<file path="src/rtl/sram_master.sv">
// Request-driven master for a synchronous SRAM with one-cycle registered read data.
// Writes are single words; reads are pipelined bursts of up to 16 words with a two-edge return latency.
module sram_master #(
   parameter int DEPTH_LOG2 = 5
) (
   input  logic        clk,
   input  logic        rst,
   input  logic        req_valid,
   output logic        req_ready,
   input  logic        req_we,
   input  logic [15:0] req_addr,
   input  logic [15:0] req_wdata,
   input  logic [3:0]  req_len,
   output logic        rsp_valid,
   output logic [15:0] rsp_rdata,
   output logic        rsp_last,
   output logic        rsp_err,
   output logic        sram_we_n,
   output logic [15:0] sram_addr,
   output logic [15:0] sram_wdata,
   input  logic [15:0] sram_rdata
);

   typedef enum logic [2:0] {
      IDLE,
      WRITE,
      READ,
      DRAIN,
      ERR
   } state_t;

   state_t                state;
   logic [3:0]            len_q;
   logic [4:0]            issue_cnt;
   logic [4:0]            ret_cnt;
   logic                  issue_v;
   logic                  data_v;
   logic                  in_range;
   logic [DEPTH_LOG2-1:0] addr_next;

   assign req_ready = (state == IDLE);
   assign in_range  = (req_addr[15:DEPTH_LOG2] == '0);
   assign addr_next = sram_addr[DEPTH_LOG2-1:0] + DEPTH_LOG2'(1);

   // issue_v marks a read address on the bus; data_v follows one edge later when the SRAM data is valid
   always_ff @(posedge clk) begin
      if (rst) begin
         state      <= IDLE;
         sram_we_n  <= 1'b1;
         sram_addr  <= '0;
         sram_wdata <= '0;
         rsp_valid  <= 1'b0;
         rsp_last   <= 1'b0;
         rsp_err    <= 1'b0;
         rsp_rdata  <= '0;
         len_q      <= '0;
         issue_cnt  <= '0;
         ret_cnt    <= '0;
         issue_v    <= 1'b0;
         data_v     <= 1'b0;
      end else begin
         rsp_valid <= 1'b0;
         rsp_last  <= 1'b0;
         rsp_err   <= 1'b0;
         rsp_rdata <= '0;
         data_v    <= issue_v;

         if (data_v) begin
            rsp_valid <= 1'b1;
            rsp_rdata <= sram_rdata;
            rsp_last  <= (ret_cnt == {1'b0, len_q});
            ret_cnt   <= ret_cnt + 5'd1;
         end

         case (state)
            IDLE: begin
               if (req_valid) begin
                  if (!in_range) begin
                     state <= ERR;
                  end else if (req_we) begin
                     sram_we_n  <= 1'b0;
                     sram_addr  <= req_addr;
                     sram_wdata <= req_wdata;
                     state      <= WRITE;
                  end else begin
                     sram_addr <= req_addr;
                     len_q     <= req_len;
                     issue_cnt <= 5'd1;
                     ret_cnt   <= 5'd0;
                     issue_v   <= 1'b1;
                     state     <= (req_len == 4'd0) ? DRAIN : READ;
                  end
               end
            end
            WRITE: begin
               sram_we_n <= 1'b1;
               rsp_valid <= 1'b1;
               rsp_last  <= 1'b1;
               state     <= IDLE;
            end
            ERR: begin
               rsp_valid <= 1'b1;
               rsp_last  <= 1'b1;
               rsp_err   <= 1'b1;
               state     <= IDLE;
            end
            READ: begin
               sram_addr <= {{(16 - DEPTH_LOG2){1'b0}}, addr_next};
               issue_cnt <= issue_cnt + 5'd1;
               if (issue_cnt == {1'b0, len_q}) begin
                  state <= DRAIN;
               end
            end
            DRAIN: begin
               issue_v <= 1'b0;
               if (data_v && (ret_cnt == {1'b0, len_q})) begin
                  state <= IDLE;
               end
            end
            default: state <= IDLE;
         endcase
      end
   end

endmodule

</file>
<file path="config.mk">
export PLATFORM = sky130hd
export DESIGN_NAME = sram_master
export DESIGN_NICKNAME = d
export VERILOG_FILES = /design/src/rtl/sram_master.sv
export SDC_FILE = /design/constraint.sdc
export NUM_CORES = 1
export LEC_CHECK = 0
export BUFFER_PORTS_ARGS = -buffer_cell sky130_fd_sc_hd__buf_2
export CAP_MARGIN = 10
export CORE_MARGIN = 2
export CORE_UTILIZATION = 45
export DETAILED_ROUTE_END_ITERATION = 7
export PLACE_DENSITY = 0.87
export SYNTH_ARGS = -nofsm -noshare
export SYNTH_HDL_FRONTEND = slang
export SYNTH_SLANG_ARGS = --single-unit
</file>
<file path="constraint.sdc">
create_clock -name clk -period 6.1 [get_ports clk]
set_input_delay 1.22 -clock clk [delete_from_list [all_inputs] [get_ports clk]]
set_output_delay 1.22 -clock clk [all_outputs]
set_load 0.05 [all_outputs]
</file>
Word level (Yosys, flattened, before mapping)
Cells that the tools add are included.
{ "word_totals": {"out_inout_bits": 53, "inputBits": 56, "wordCells": 78, "register_bits": 71} }
{ "op_classes": {"n_bitwise": 2, "n_mux": 32, "n_reduce_logical": 16, "n_eq_ne": 12, "add_sub_neg": 3} }
{ "ops": {"columns": ["operator", "n"], "rows": [
  ["5-bit 2-to-1 mux", 8],
  ["16-bit 2-to-1 mux", 2],
  ["16-bit case mux with 2 select lines", 1],
  ["4-bit AND reduction", 5],
  ["5-bit by 1-bit adder with 5-bit output, second input constant", 3],
  ["1-bit 2-to-1 mux", 12],
  ["3-bit 2-to-1 mux", 4],
  ["11-bit logical NOT", 1],
  ["5-bit by 4-bit equality test with 1-bit output", 2],
  ["5-bit case mux with 2 select lines", 1],
  ["3-bit case mux with 3 select lines", 1],
  ["2-bit != test, second input constant", 4],
  ["3-bit by 2-bit equality test with 1-bit output, second input constant", 2],
  ["3-bit AND reduction", 2],
  ["2-bit nonzero test", 3],
  ["4-bit logical NOT", 1],
  ["2-bit by 1-bit != test with 1-bit output, second input constant", 2],
  ["1-bit case mux with 2 select lines", 2],
  ["2-bit OR reduction", 2],
  ["3-bit by 1-bit equality test with 1-bit output, second input constant", 1],
  ["3-bit equality test, second input constant", 1],
  ["3-bit logical NOT", 1],
  ["2-bit 2-to-1 mux", 1],
  ["1-bit NOT", 2],
  ["1-bit logical AND", 1]
]} }

Longest topological paths before layout
Gate-level depths: netlist (run 1).
{ "depth": {"word_depth": 6, "mapped_depth": 7, "ltp_nobuf": 5} }

Least setup slack after synthesis (run 1)
OpenSTA, ideal clock, no wires.
{ "synth_path": {"path_type": "input to register", "start": "input req_addr[6]", "end": "register issue_cnt[2]", "setup_time_ps": 72, "path_slack_ps": 3326, "path_stages": 4, "arrival_ps": 2702, "t_required_ps": 6028, "n_path_buf": 0, "cell_sequence": "or4_4 o41a_1 or3_1 a21oi_1"} }
{ "synth_between": {"elab_chain_len": 3} }
{ "synth_rtl": {"columns": ["item", "line_no", "rtl"], "rows": [
  ["from (decl)", "11", "input logic [15:0] req_addr,"],
  ["11-bit logical NOT", "42", "assign in_range = (req_addr[15:DEPTH_LOG2] == '0);"],
  ["2-bit by 1-bit != test with 1-bit output (no source line)", null, null],
  ["4-bit AND reduction (no source line)", null, null],
  ["to (signal assigned)", "109", "issue_cnt <= issue_cnt + 5'd1;"],
  ["to (decl)", "34", "logic [4:0] issue_cnt;"]
]} }
Every way passes these cells.
A chain may end at the register's enable or synchronous reset.

Worst setup path in the final report (run 1)
{ "layout_path": {"start": "input req_addr[8]", "end": "register ret_cnt[0]"} }
{ "layout_between": {"elab_chain_len": 4} }
{ "layout_rtl": {"columns": ["item", "line_no", "rtl"], "rows": [
  ["11-bit logical NOT", "42", null],
  ["5-bit 2-to-1 mux", "78", "if (!in_range) begin"],
  ["5-bit 2-to-1 mux", "77", "if (req_valid) begin"],
  ["5-bit 2-to-1 mux", "75", "case (state)"],
  ["to (signal assigned)", "72", "ret_cnt <= ret_cnt + 5'd1;"],
  ["to (decl)", "35", "logic [4:0] ret_cnt;"]
]} }
Every way passes these cells.

==> results of run 1 <==
## cells by family (layout without fill, tap and decap cells)
kind of cell	after synthesis	after routing	synth area share, %
buffers and inverters	21	127	2.88
multiplexers	3	3	1.08
adder cells (fa/ha/maj)	3	3	1.35
AO/OA/AOI/OAI	73	73	15.3
flip-flops	71	71	51.1
AND/OR/NAND/NOR	120	120	24.5
XOR/XNOR	12	12	3.78
## worst reg2reg max path: stages (launching register included)
cell and delay (ns):
dfxtp_1 0.43, or3_1 0.49, inv_1 0.11, nand4_1 0.66, o21bai_1 0.76, nor2_1 0.11
## power by group
part | internal, W | switching [W]
logic | 0.0000333 | 0.0000589
clock network | 0.000281 | 0.000170
registers | 0.000470 | 0.0000106
total | 0.000785 | 0.000239
## cells in the final DEF (no fill, tap or decap), drive strengths merged, types with 6 or more instances in the layout
master | netlist | routed
nand2 | 7 | 7
nor3 | 6 | 6
o21ai | 25 | 25
and2 | 27 | 27
xnor2 | 8 | 8
clkbuf | 16 | 10
nand4 | 6 | 6
nand3 | 29 | 29
a31oi | 7 | 7
a21oi | 26 | 26
or3 | 6 | 6
dfxtp | 71 | 71
nor2 | 16 | 16
buf | 2 | 109
## cell type report
| type | instances | share of cell area, % |
|---|---|---|
| sequential | 71 | 39.5 |
| multi-input combinational | 211 | 35.6 |
| timing repair buffer | 109 | 15.2 |
| clock buffer | 10 | 3.82 |
| clock inverter | 5 | 2.95 |
| tap | 75 | 2.61 |
| inverter | 3 | 0.313 |
## synth_stat cells, types with 2 or more instances
cell	number	share of area [%]
xor2_1	4	1.3
o21bai_1	2	0.54
nand2_1	7	0.95
nand3_1	29	5.2
a21oi_1	26	4.7
dfxtp_1	71	51
nor3_1	6	1.1
nand3b_1	3	0.81
inv_1	3	0.41
or3b_2	2	0.63
mux2i_1	3	1.1
nand2b_1	3	0.68
nand4_1	6	1.4
nor3b_1	2	0.54
nor2_1	16	2.2
ha_1	3	1.4
a211oi_1	2	0.54
and2_1	27	6.1
xnor2_1	8	2.5
nor2b_1	3	0.68
or2_2	2	0.45
o21ai_0	25	4.5
or4_4	2	0.81
clkbuf_1	16	2.2
a31oi_1	7	1.6
or3_1	6	1.4
nor4_1	3	0.68
## flip-flops by register name, indices dropped and copies added, names as in the netlist
register    cells
issue_cnt       5
rsp_rdata      16
data_v          1
ret_cnt         5
rsp_last        1
sram_wdata     16
len_q           4
state           3
issue_v         1
rsp_err         1
sram_addr      16
rsp_valid       1
sram_we_n       1
## metal layers
layer	vias up	global-route usage [%]	part of all wire, %
met4	0	9.84	1.5
li1	1280	-	-
met3	10	7.17	7.7
met1	1208	24.7	42
met2	94	34.9	48
met5	-	0	0
## path summary, 6_finish.rpt
| path | startpoint | to | slack (ns) |
|---|---|---|---|
| hold / removal | sram_addr[12] | sram_addr[12] | 0.46 |
| setup / recovery | req_addr[8] | ret_cnt[0] | 2.79 |
| setup reg to reg | state[0] | ret_cnt[0] | 3.41 |
| hold reg to reg | sram_addr[12] | sram_addr[12] | 0.46 |
## metrics by stage
step | util, % | area (sq um) | cells
floorplan | - | 2780 | 303
CTS | 60.5 | 3600 | 484
global placement | 56.4 | 3360 | 469
finish | 60.5 | 3600 | 484
global route | 60.5 | 3600 | 484
detailed placement | 56.4 | 3360 | 469
==> qor.yml, run 1 <==
regArea_sq_um: 1420
required_ns: 6.30
cp_slowest_cell: "nand4_1"
whs_path_depth: 1
gp_congestion: 0.787
hold_class: "reg2reg"
root_buffer: "clkbuf_8"
multiInputGateArea_sq_um: 1280
chipHeight_um: 82.6
finalWirelength_mm: 6.60
ys_seq_area_share_pct: 51.1
setup_violations: 0
power.static_leakage_nw: 1.56
path_delay_family: "simple AND/OR/NAND/NOR gates"
dr.pass1.iters: 4
crit_type: "in2reg"
insertion_delay_ns: 0.33
cts_hold_buf: 0
drtIter0Drc: 213
vias_per_cell: 5.36
io_buffers: 108
htreeDepth: 3
final_max_slew_viol_count: 0
critical_path_depth: 5
grt_max_degree: 41
clkTransAtPathRegs_ns: 0.07
synth_nets: 362
status: "completed"
synth_edf_count: 0
cts_setup_buffers: 0
grt_pass1_wl_mm: 11.0
die_w_um: 82.6
finalPower_w: 0.00102
fin_crit_sh_pct: 54.3
placementRows: 28
peakVddDrop_mv: 0.145
core_area_sq_um: 5960
cts_resized: 0
io_pins: 109
timing.hold.ws_ns: 0.460
ant_nets: 0
grt.overflow.total: 0
cp-end-kind: "register"
ys.warnings.count: 0
worstPathMaxFanout: 24
clockBufferDepth: 2
tightest_slew_ns: 1.06
grt_pass1_vias: 2540
finalSetupTns_ns: 0
clkSinkCount: 71
maxSlewHeadroom_pct: 29.3
syn2layout_area_growth_pct: 29.6
fmax_mhz: 302
setup_slack_ns: 2.79
synth-async-reset-ratio_pct: 0
syn_inst: 303
ys_ff_latch: 71
cts_tree: "done"
antenna_found_initial: 0
rsz0062_at_grt: "false"
path_buf_inv: 1
cts_buffers: 9
nNetsFinal: 464
cp-start-kind: "input port"
cpPeakStageDelay_ns: 0.78
diodes: 0
grt_usage_pct: 21.2
reg2reg_depth: 5
clock_skew_ns: 0.00706
fillers: 507
place_ws_ns: 2.50
synth_area_sq_um: 2780
die_area_sq_um: 6820
wire_per_inst_um: 13.6
drcViolationCount: 0
hold_violations: 0
synthDistinctLibCells: 43
synth_flop_cell: "dfxtp_1"
cp_data_arrival_time_ns: 3.51
crit_chain: "buf_2 -> nor4_1 -> nand4_1 -> o21bai_1 -> nor2_1"
cellPowerDensity_nw_per_um2: 284
drive_above_1_share_pct: 32.8
vias: 2592
syn_area_per_cell_sq_um: 9.17
post-route-min-period_ns: 3.31
dp_hpwl_mm: 4.65
cap_violations: 0
initial_core_util_pct: 46.7
Note: power is estimated with default switching activity, not from simulation.
==> inputs of run 2 (changes only) <==
Settings changed: ABC_AREA set to 1, CORE_UTILIZATION 45 to 44, PLACE_DENSITY 0.87 to 0.88.
Clock period 6.1 ns to 2.9 ns, I/O delays scaled along.
==> run 2 against run 1 <==
Effect of this change:
- via count is 6.6% higher
- combinational power increased to 7.7 times the previous value
- register-to-register slack worse by 2.3 ns
- hold slack got worse by 0.018 ns
- non-clock buffer count unchanged
- clock-buffer cell count unchanged
- synthesized cell count grew 25%
- sequential power grew 130%
- critical path depth down 1
- critical endpoint is now req_ready
==> qor.yml, run 2 <==
status: "completed"
placementRows: 29
finalSetupTns_ns: 0
p_int_w: 0.00173
synth_top_area_share_pct: 50.2
die_area_sq_um: 7100
grt.overflow.total: 0
core_area_sq_um: 6280
fin_crit_sh_pct: 66.3
htreeDepth: 3
gp_congestion: 0.811
met1_length_mm: 2.76
setup_slack_ns: 0.977
synth_top_family_by_area: "simple AND/OR/NAND/NOR gates"
setup_violations: 0
synth_compound_area_share_pct: 11.7
insertion_delay_ns: 0.33
final_common_cell: "buf_2"
cts_setup_buffers: 0
drive_above_1_share_pct: 27.6
synth-async-reset-ratio_pct: 0
antenna_found_initial: 0
synthDistinctLibCells: 26
muxShareOfSynthArea_pct: 0
cts_tree: "done"
drcViolationCount: 0
tightest_slew_ns: 0.843
io_pins: 109
synth_fa_ha_area_share_pct: 1.32
dp_hpwl_mm: 4.86
p_seq_share_pct: 41.1
cp_data_arrival_time_ns: 1.34
fin_util_pct: 58.1
fillers: 559
synth_nets: 438
crit_type: "reg2out"
switching_share_pct: 35.2
dr_wl_met2_mm: 3.39
peakVddDrop_mv: 0.580
cp-end-kind: "primary output"
clkSinkCount: 71
p_sw_w: 0.000940
cellPowerDensity_nw_per_um2: 733
ys_seq_area_share_pct: 50.2
clockBufferDepth: 2
ys.warnings.count: 0
placed_area_sq_um: 3430
power.static_leakage_nw: 1.94
clkPwrFrac_pct: 32.3
synth_edf_count: 0
rsz0062_at_grt: "false"
synth_flop_cell: "dfxtp_1"
yosysMostFrequentCell: "nand2_1"
reg_top3: "rsp_rdata (16), sram_addr (16), sram_wdata (16)"
vias_per_cell: 4.86
root_buffer: "clkbuf_8"
p_comb_share_pct: 26.6
wire_per_inst_um: 11.5
yosys-top-cells-area: "dfxtp_1 50%, nand2_1 10%, inv_1 8.5%"
multiInputGateArea_sq_um: 1110
die_w_um: 84.3
post-route-cell-area_sq_um: 3650
ys_ff_latch: 71
grt_pass1_wl_mm: 11.2
hold_violations: 0
ant_nets: 0
syn_inst: 379
cts_buffers: 9
cts_resized: 0
grt_usage_pct: 18.8
hold_class: "reg2reg"
final_max_slew_viol_count: 0
initial_core_util_pct: 45.1
wl_met3_um: 312
io_buffers: 108
synth_xor_area_share_pct: 1.55
synth-simple-area-share_pct: 24.7
post-route-min-period_ns: 1.92
syn2layout_area_growth_pct: 28.7
diodes: 0
maxSlewHeadroom_pct: 43.4
synth.largest_area_cell: "dfxtp_1"
fmax_mhz: 520
cts_hold_buf: 0
vias: 2764
dr.pass1.iters: 4
layout_common_cells: "108 x buf_2, 79 x nand2_1, 71 x dfxtp_1"
clkTransAtPathRegs_ns: 0.08
finalNonFillerCells: 569
top_layer_used: "met4"
required_ns: 2.32
cap_violations: 0
nNetsFinal: 547
clock_skew_ns: 0.00911
grt_pass1_vias: 2652
finalWirelength_mm: 6.57
synth_area_sq_um: 2830
chipHeight_um: 84.3
syn_area_per_cell_sq_um: 7.48
drtIter0Drc: 118
place_ws_ns: 0.707
worstPathMaxFanout: 6
grt_max_degree: 28
synth_common_cells: "79 x nand2_1, 71 x dfxtp_1, 64 x inv_1"
cp-start-kind: "register"
dp_cells: 554
regArea_sq_um: 1420
run 2: final timing paths:
check / slack [ns] / from / depth (start not counted) / end
min: 0.44 / sram_addr[8] / 2 / sram_addr[8]
min reg2reg: 0.44 / sram_addr[8] / 2 / sram_addr[8]
max: 0.98 / state[2] / 4 / req_ready
max reg2reg: 1.07 / state[2] / 6 / sram_wdata[10]
run 2: metal layers:
| layer | track usage, % | vias up |
|---|---|---|
| met5 | 0 | - |
| met4 | 5.72 | 0 |
| met3 | 5.11 | 14 |
| met2 | 34.1 | 78 |
| met1 | 21.5 | 1284 |
| li1 | - | 1388 |
run 2: cell families (layout without fill, tap and decap cells):
logic type	Yosys count	after routing
and+or+nand+nor	157	157
buffers and inverters	78	191
DFF	71	71
AOI/OAI and AO/OA	65	65
xor gates and xnor gates	5	5
adders and majority gates	3	3
run 2: through the flow:
| stage | hold slack (ns) | total power, W |
|---|---|---|
| final | 0.442 | 0.00267 |
| after CTS | 0.442 | 0.00269 |
| after global routing | 0.438 | 0.00282 |
| after global placement | 0.415 | 0.00180 |
| after detailed placement | 0.429 | 0.00183 |
| after floorplan | 0.411 | 0.00165 |
run 2: power by group through the flow:
stage / combinational (W) / sequential [W] / clock (W)
finish: 0.000712 / 0.00110 / 0.000864
global route: 0.000782 / 0.00111 / 0.000932
CTS: 0.000713 / 0.00110 / 0.000876
detailed placement: 0.000711 / 0.00112 / 0
global placement: 0.000687 / 0.00112 / 0
floorplan: 0.000410 / 0.00124 / 0
run 2: critical path: stages (launching register included):
cell and delay, ns:
dfxtp_1 0.35, nor2_4 0.15, inv_2 0.08, nor2_8 0.14, buf_2 0.29
run 2: area by class of cell:
type	instances	area share, %
tap	77	2.64
inverter	67	6.90
clock buffer	10	3.77
clock inverter	5	2.23
multi-input combinational	230	30.5
sequential	71	39.0
timing repair buffer	109	15.0
==> inputs of run 3 (changes only) <==
Settings changed: ABC_AREA 1 to 0, CORE_UTILIZATION 44 to 43, PLACE_DENSITY 0.88 to 0.87.
Clock period 2.9 ns to 1.7 ns, I/O delays scaled along.
==> run 3 against run 2 <==
Effect of this change:
- sequential share of layout area decreased by 2.6 points
- clock power rose by 83%
- first-iteration DRC count grew 47%
- clock skew grew 0.0020 ns
- critical path type is now in2reg
- highest routed layer unchanged
==> qor.yml, run 3 (same netlist as run 1, synthesis figures left out) <==
setup_violations: 0
reg_top3: "rsp_rdata (16), sram_addr (16), sram_wdata (16)"
drtIter0Drc: 174
layout_common_cells: "106 x buf_2, 70 x dfxtp_1, 29 x nand3_1"
grt_pass1_vias: 2628
status: "completed"
cp-end-kind: "register"
root_buffer: "clkbuf_8"
timing.hold.ws_ns: 0.199
drcViolationCount: 0
insertion_delay_ns: 0.34
met2_usage_pct: 33.5
clock_skew_ns: 0.0111
final_common_cell: "buf_2"
finalWirelength_mm: 7.26
antenna_found_initial: 0
hold_class: "in2reg"
rrSetupSlack_ns: 0.03
regArea_sq_um: 1420
cp_data_arrival_time_ns: 1.96
multiInputGateArea_sq_um: 1380
die_area_sq_um: 7120
grt_usage_pct: 20.2
vias_per_cell: 5.45
cp-start-kind: "input port"
reg2reg_depth: 6
r2r-start: "state[2]"
fmax_mhz: 594
cts_tree: "done"
nNetsFinal: 488
dr.pass1.iters: 4
grt.overflow.total: 0
crit_type: "in2reg"
fin_crit_sh_pct: 99.0
cts_buffers: 9
gp_congestion: 0.798
placementRows: 29
cp-endpoint: "issue_cnt[3]"
cellPowerDensity_nw_per_um2: 953
clkSinkCount: 71
wire_per_inst_um: 14.2
worstPathMaxFanout: 7
rr_endpoint: "state[0]"
grt_max_degree: 33
io_buffers: 108
rsz0062_at_grt: "true"
maxSlewHeadroom_pct: 53.1
syn2layout_area_growth_pct: 40.7
tightest_slew_ns: 0.703
power.static_leakage_nw: 1.70
diodes: 0
use_met3_pct: 6.00
vias: 2777
ant_nets: 0
fillers: 528
htreeDepth: 3
required_ns: 1.98
peakVddDrop_mv: 0.619
io_pins: 109
placed_area_sq_um: 3560
finalPower_w: 0.00372
crit_start: "req_addr[11]"
drive_above_1_share_pct: 41.3
clockBufferDepth: 2
post-route-min-period_ns: 1.68
whs_path_depth: 2
grt-busiest-layer: "met2"
dp_hpwl_mm: 5.17
hold_violations: 0
final_max_slew_viol_count: 0
met1_usage_pct: 23.6
grt_pass1_wl_mm: 11.6
chipHeight_um: 84.4
clkTransAtPathRegs_ns: 0.07
die_w_um: 84.4
initial_core_util_pct: 44.0
core_area_sq_um: 6310
cap_violations: 0
post-route-cell-area_sq_um: 3910
## run 3: cell types whose count changed in the layout (fill, tap and decap cells not counted), sizes merged, moves of 6 or more
cell	before	now
inv	68	2
nand3	13	29
a31oi	0	7
buf	109	133
nor2	50	16
nand2	80	7
xnor2	0	8
and2	0	27
a21oi	35	26
or3	0	6
## run 3: worst min path at each step
| stage | start | end | slack (ns) |
|---|---|---|---|
| after floorplan | issue_v | data_v | 0.44 |
| after global placement | sram_we_n | sram_we_n | 0.43 |
| after detailed placement | sram_addr[11] | sram_addr[11] | 0.44 |
| after CTS | sram_rdata[9] | rsp_rdata[9] | 0.18 |
| after global routing | sram_rdata[10] | rsp_rdata[10] | 0.18 |
| final | sram_rdata[10] | rsp_rdata[10] | 0.20 |
## run 3: stage by stage
stage               cells  utilization [%]   TNS, ns  setup slack (ns)
floorplan             303                -     -3.53            -0.131
global placement      493             56.3     -8.14            -0.289
detailed placement    493             56.3     -8.77            -0.343
CTS                   508             60.2  -0.00329          -0.00168
global route          510             61.9   -0.0779           -0.0312
finish                510             61.9         0            0.0165
## run 3: area by class of cell
class	count	area share [%]
flip-flops and latches	71	36.4
inverters	3	0.384
clock inverters	6	2.82
multi-input cells	211	35.2
repair buffers	133	19.6
well taps	77	2.46
clock buffers	9	3.17
## run 3: timing repair
action	CTS	global route
hold endpoints to repair	0	0
resized for setup	3	24
hold buffers	0	0
pin swaps	1	4
endpoints found under the setup margin	2	39
setup buffers	0	2
## run 3: per-layer routing
layer,part of all wire (%),up-vias
li1,-,1331
met1,41,1306
met2,48,120
met3,8.2,20
met4,2.5,0
met5,0,-
## run 3: report_power, final
group	total [W]	switching [W]	internal (W)
registers	0.00171	0.0000219	0.00169
clock network	0.00158	0.000619	0.000963
logic	0.000433	0.000260	0.000174
total	0.00372	0.000901	0.00282
## run 3: critical path, cell delays in order
cell,delay (ns)
buf_6,0.09
or4_4,0.52
o41a_1,0.52
or3_1,0.35
a21oi_2,0.13
